===== src/rtl/ps2_defs_pkg.sv =====
// rtl/ps2_defs_pkg.sv - shared FSM encodings and PS/2 scan-code constants
package ps2_defs;

   typedef enum logic [1:0] {
      ST_IDLE   = 2'd0,
      ST_POP    = 2'd1,
      ST_WAIT   = 2'd2,
      ST_DECODE = 2'd3
   } ps2_state_t;

   localparam logic [7:0] PS2_EXT     = 8'hE0;
   localparam logic [7:0] PS2_BRK     = 8'hF0;
   localparam logic [7:0] PS2_BRK_ALT = 8'h00;
   localparam logic [7:0] PS2_SHIFT_L = 8'h12;
   localparam logic [7:0] PS2_SHIFT_R = 8'h59;

endpackage


===== src/rtl/ps2_kbd_ctrl_scan2ascii.sv =====
// rtl/ps2_kbd_ctrl_scan2ascii.sv - combinational set-2 scan code to ASCII ROM
module ps2_scan2ascii (
   input  logic [7:0] code,
   input  logic       shift,
   input  logic       ext,
   output logic [7:0] ascii
);

   logic [7:0] letter;

   always_comb begin
      letter = 8'h00;
      case (code)
         8'h1C: letter = 8'h61;  8'h32: letter = 8'h62;  8'h21: letter = 8'h63;
         8'h23: letter = 8'h64;  8'h24: letter = 8'h65;  8'h2B: letter = 8'h66;
         8'h34: letter = 8'h67;  8'h33: letter = 8'h68;  8'h43: letter = 8'h69;
         8'h3B: letter = 8'h6A;  8'h42: letter = 8'h6B;  8'h4B: letter = 8'h6C;
         8'h3A: letter = 8'h6D;  8'h31: letter = 8'h6E;  8'h44: letter = 8'h6F;
         8'h4D: letter = 8'h70;  8'h15: letter = 8'h71;  8'h2D: letter = 8'h72;
         8'h1B: letter = 8'h73;  8'h2C: letter = 8'h74;  8'h3C: letter = 8'h75;
         8'h2A: letter = 8'h76;  8'h1D: letter = 8'h77;  8'h22: letter = 8'h78;
         8'h35: letter = 8'h79;  8'h1A: letter = 8'h7A;
         default: letter = 8'h00;
      endcase
   end

   always_comb begin
      ascii = 8'h00;
      if (!ext) begin
         if (letter != 8'h00) begin
            ascii = shift ? (letter - 8'h20) : letter;
         end else begin
            case (code)
               8'h16: ascii = shift ? 8'h21 : 8'h31;
               8'h1E: ascii = shift ? 8'h40 : 8'h32;
               8'h26: ascii = shift ? 8'h23 : 8'h33;
               8'h25: ascii = shift ? 8'h24 : 8'h34;
               8'h2E: ascii = shift ? 8'h25 : 8'h35;
               8'h36: ascii = shift ? 8'h5E : 8'h36;
               8'h3D: ascii = shift ? 8'h26 : 8'h37;
               8'h3E: ascii = shift ? 8'h2A : 8'h38;
               8'h46: ascii = shift ? 8'h28 : 8'h39;
               8'h45: ascii = shift ? 8'h29 : 8'h30;
               8'h29: ascii = 8'h20;
               default: ascii = 8'h00;
            endcase
         end
      end
   end

endmodule


===== src/rtl/ps2_kbd_ctrl.sv =====
// rtl/ps2_kbd_ctrl.sv - PS/2 FIFO consumer: prefix sequencing, key state, key events
// Optional typematic repeat events: define PS2_CTRL_TYPEMATIC_EN.
module ps2_kbd_ctrl
   import ps2_defs::*;
#(
   parameter int         CNT_W   = 8,
   parameter logic [7:0] SHIFT_L = PS2_SHIFT_L,
   parameter logic [7:0] SHIFT_R = PS2_SHIFT_R
) (
   input  logic             i_clk,
   input  logic             i_clr,
   input  logic [7:0]       i_ps2_data,
   input  logic             i_ps2_ready,
   input  logic             i_ps2_overflow,
   output logic             o_nextdata_n,
   output logic [7:0]       o_key_code,
   output logic [7:0]       o_key_ascii,
   output logic             o_key_ext,
   output logic             o_key_valid,
   output logic             o_key_pressed,
   output logic             o_shift,
   output logic [CNT_W-1:0] o_press_count,
   output logic             o_overflow
);

   localparam logic [CNT_W-1:0] CNT_ONE = CNT_W'(1);

   ps2_state_t       state, state_n;
   logic [7:0]       code_r, code_n;
   logic             brk, brk_n, ext, ext_n;
   logic             nd_n, valid_n, pressed_n, shift_n, key_ext_n;
   logic [7:0]       key_code_n, key_ascii_n, map_ascii;
   logic [CNT_W-1:0] count_n;
   logic             is_shift;

   ps2_scan2ascii u_map (
      .code  (code_r),
      .shift (o_shift),
      .ext   (ext),
      .ascii (map_ascii)
   );

   assign is_shift = (code_r == SHIFT_L) || (code_r == SHIFT_R);

   always_ff @(posedge i_clk) begin
      if (i_clr) begin
         state         <= ST_IDLE;
         code_r        <= 8'h00;
         brk           <= 1'b0;
         ext           <= 1'b0;
         o_nextdata_n  <= 1'b1;
         o_key_code    <= 8'h00;
         o_key_ascii   <= 8'h00;
         o_key_ext     <= 1'b0;
         o_key_valid   <= 1'b0;
         o_key_pressed <= 1'b0;
         o_shift       <= 1'b0;
         o_press_count <= '0;
         o_overflow    <= 1'b0;
      end else begin
         state         <= state_n;
         code_r        <= code_n;
         brk           <= brk_n;
         ext           <= ext_n;
         o_nextdata_n  <= nd_n;
         o_key_code    <= key_code_n;
         o_key_ascii   <= key_ascii_n;
         o_key_ext     <= key_ext_n;
         o_key_valid   <= valid_n;
         o_key_pressed <= pressed_n;
         o_shift       <= shift_n;
         o_press_count <= count_n;
         o_overflow    <= o_overflow | i_ps2_overflow;
      end
   end

   always_comb begin
      state_n     = state;
      code_n      = code_r;
      brk_n       = brk;
      ext_n       = ext;
      valid_n     = 1'b0;
      key_code_n  = o_key_code;
      key_ascii_n = o_key_ascii;
      key_ext_n   = o_key_ext;
      pressed_n   = o_key_pressed;
      shift_n     = o_shift;
      count_n     = o_press_count;
      case (state)
         ST_IDLE: begin
            if (i_ps2_ready) begin
               code_n  = i_ps2_data;
               state_n = ST_POP;
            end
         end
         ST_POP:  state_n = ST_WAIT;
         ST_WAIT: state_n = ST_DECODE;
         ST_DECODE: begin
            state_n = ST_IDLE;
            if (code_r == PS2_EXT) begin
               ext_n = 1'b1;
            end else if (code_r == PS2_BRK || code_r == PS2_BRK_ALT) begin
               brk_n = 1'b1;
            end else if (brk) begin
               if (is_shift)
                  shift_n = 1'b0;
               else if (code_r == o_key_code)
                  pressed_n = 1'b0;
               brk_n = 1'b0;
               ext_n = 1'b0;
            end else if (is_shift) begin
               shift_n = 1'b1;
               ext_n   = 1'b0;
            end else if (o_key_pressed && code_r == o_key_code) begin
               ext_n = 1'b0;
`ifdef PS2_CTRL_TYPEMATIC_EN
               valid_n     = 1'b1;
               key_ascii_n = map_ascii;
`endif
            end else begin
               key_code_n  = code_r;
               key_ext_n   = ext;
               key_ascii_n = map_ascii;
               pressed_n   = 1'b1;
               count_n     = o_press_count + CNT_ONE;
               valid_n     = 1'b1;
               ext_n       = 1'b0;
            end
         end
         default: state_n = ST_IDLE;
      endcase
      // Pop strobe is registered, so it is low exactly while the FSM sits in POP.
      nd_n = (state_n != ST_POP);
   end

endmodule

===== config.mk =====
export PLATFORM = sky130hd
export DESIGN_NAME = ps2_kbd_ctrl
export DESIGN_NICKNAME = d
export VERILOG_FILES = /design/src/rtl/ps2_defs_pkg.sv /design/src/rtl/ps2_kbd_ctrl_scan2ascii.sv /design/src/rtl/ps2_kbd_ctrl.sv
export SDC_FILE = /design/constraint.sdc
export NUM_CORES = 1
export LEC_CHECK = 0
export BUFFER_PORTS_ARGS = -buffer_cell sky130_fd_sc_hd__buf_2
export CAP_MARGIN = 15
export CORE_ASPECT_RATIO = 1.4
export CORE_UTILIZATION = 45
export CTS_CLUSTER_SIZE = 30
export DETAILED_ROUTE_END_ITERATION = 7
export PLACE_DENSITY = 0.71
export SLEW_MARGIN = 10
export SYNTH_ARGS = -nofsm -noshare
export SYNTH_HDL_FRONTEND = slang
export SYNTH_SLANG_ARGS = --single-unit

===== constraint.sdc =====
create_clock -name i_clk -period 2.6 [get_ports i_clk]
set_clock_uncertainty 0.15 [all_clocks]
set_input_delay 0.13 -clock i_clk [delete_from_list [all_inputs] [get_ports i_clk]]
set_output_delay 0.13 -clock i_clk [all_outputs]
set_load 0.005 [all_outputs]

==> out/qor.txt <==
leading area contributor after synthesis -> dfxtp_1
Reg area -> 961 um^2
post-route cell area -> 3700 um^2
Placement Rows -> 35
Synth Instances -> 393
pin count of the biggest net entering global routing -> 29
violated checks -> DRC
Worst Setup Start Kind -> flop
WP data required -> 2.67 ns
PwrDens -> 655 nW/um^2
hold endpoint -> state[0]
initial core utilization -> 0.463
post-synthesis compound-gate area fraction -> 0.237
area occupied by multi-input gates -> 1920 um^2
clock-pin slew on the worst setup and hold paths -> 0.09 ns
max_cap viols -> 0
via count -> 3085
antenna-violating nets left -> 0
Leak -> 1.44 nW
CTS tree -> yes
top cells by count, synth -> 56 x nand2_1, 48 x dfxtp_1, 40 x a21oi_1
die width -> 71.5 um
register-to-register setup slack -> 0.13 ns
most common cell in the netlist -> nand2_1
Crit Reg-Reg Startpoint -> state[0]
Routed WL per cell -> 15.7 um
worst-case reg-to-reg path depth -> 11
Hold Path Depth -> 3
Ys Warns -> 0
Post-Syn Nets -> 419
Core Util, Final -> 0.564
Slew headroom -> 0.444
Yosys reg bits -> 48
First DRT Iteration DRCs -> 202
CTS max path bufs -> 2
Port-buffer cells -> 41
Avg Cell Area, Syn -> 7.74 um^2
final setup vio count -> 0
Mapped Area -> 3040 um^2
H-tree depth -> 2
largest family of logic cells by synthesized area -> simple AND/OR/NAND/NOR gates
xor-xnor portion of the synthesized cell area -> 0.0374
post-synthesis mux area share -> 0.0169
count of different cell masters after synthesis -> 59
Area Growth Syn to Fin -> 21.8%
CTS root buffer -> clkbuf_8
first-pass GRT wire length -> 13900 um
vias per cell -> 5.79
Slew @ Worst Pin -> 0.834 ns
Synth area leaders -> dfxtp_1 32%, nand2_1 6.9%, a21oi_1 6.6%, ha_1 5.8%, xnor2_1 3.2%
DRC viols -> 2
Post-Synth Adder-Cell Area -> 0.0576
Synth Area in Simple Gates -> 0.266
total gr overflow -> 0
Final GP Congestion -> 0.895
register area share after synthesis -> 0.316
Primary FF master, synth -> dfxtp_1
fin. max-slew vios -> 0
placed cell areas -> 3500 um^2
f_max -> 0.405 GHz
worst hold start -> i_ps2_ready
DP HPWL -> 6250 um
number of synthesized flops with an enable pin -> 0
router iterations before antenna repair -> 6
Worst VDD drop -> 337 uV
die area -> 7100 um^2
filler cell count -> 643
min cycle time layout -> 2.47 ns
core box area -> 6570 um^2
Clock Latency Late Sink -> 0.30 ns
Final Hold Violating Endpoints -> 0
Ports -> 42
Layout Cells excl Fill -> 533
initial antenna violation count -> 0
# diodes -> 0
setup TNS -> 0 ns
status -> finished, violations left
top cell type's share of synthesized area -> 0.316
placed insts -> 519
Overall Power -> 2.43 mW
FFs w/ async S/R, synth -> 0
Post-layout nets -> 484
critical path fanouts, max -> 7
Final period util -> 0.949
layout cell share with drive strength beyond 1 -> 0.253
overall die height -> 99.3 um
worst hold path class -> in2reg
final wirelength -> 8380 um
GRT Overall Usage -> 0.245
Worst EP arrival -> 2.54 ns
critical path type -> reg2reg
Sink Count -> 48
crit path capture type -> flop
Inserted Clock Buffers -> 5
vias in the first global route -> 2950
[worst max path at each step]
stage | end | depth (start not counted) | from | slack [ns]
2_1_floorplan | flop | 11 | state[0] | 0.12
3_3_place_gp | flop | 11 | state[0] | 0.05
3_5_place_dp | o_key_ascii[3] | 7 | code_r[3] | -0.04
4_1_cts | flop | 11 | state[0] | 0.01
5_1_grt | flop | 11 | state[0] | -0.01
6_report | flop | 11 | state[0] | 0.13
[cells by family after synthesis]
| logic type | after synthesis |
|---|---|
| buffers and inverters | 45 |
| xor gates and xnor gates | 13 |
| adders and majority gates | 14 |
| AOI/OAI and AO/OA | 113 |
| muxes | 5 |
| and+or+nand+nor | 155 |
| DFF | 48 |
[layout make-up]
cell class,count,area share
Clock inverter,1,0.00203
Timing Repair Buffer,86,0.152
Clock buffer,7,0.0233
Sequential cell,48,0.259
Tap cell,74,0.0250
Multi-Input combinational cell,300,0.519
Inverter,17,0.0193
[critical path, cell delays in order, from the launching register on]
cell and delay, ns:
dfxtp_1 0.37, inv_1 0.10, ha_4 0.19, and2_1 0.18, mux2i_1 0.11, or2_2 0.35, inv_1 0.13, ha_1 0.24
nand2_1 0.07, a21oi_1 0.16, o22ai_1 0.10, o31ai_1 0.22
[what timing repair did]
action / in CTS / in global routing
setup endpoints to repair: 6 / 6
endpoints found under the hold margin: 3 / 0
pin swaps: 0 / 1
setup buffers: 0 / 3
resized for setup: 2 / 15
hold buffers: 3 / 0
[metrics by stage]
| stage | hold slack (ns) | setup slack [ns] |
|---|---|---|
| finish | 0.0697 | 0.134 |
| global route | 0.110 | -0.0150 |
| CTS | 0.0566 | 0.0129 |
| detailed placement | 0.203 | -0.0361 |
| global placement | 0.189 | 0.0511 |
| floorplan | 0.101 | 0.116 |
[metal layers]
metal  part of all wire  global-route usage  wire length, um  vias up
met3              0.030              0.0365              250       10
li1                   -                   -                -     1551
met1               0.41               0.276             3450     1453
met2               0.54               0.446             4520       71
met5                  0                   0                0        -
met4              0.020               0.116              167        0
[placed cells by master (no fill, tap or decap), types with 14 or more instances in the layout]
cell     count
a21oi_1     40
buf_2       41
buf_4       41
dfxtp_1     48
inv_1       15
nand2_1     53
nand3_1     14
nor2_1      20
o21ai_0     17
[report_power, final]
part	internal (mW)	switching, mW
clock	0.216	0.247
combinational	0.480	0.599
sequential	0.810	0.0752
Note: power is estimated with default switching activity, not from simulation.
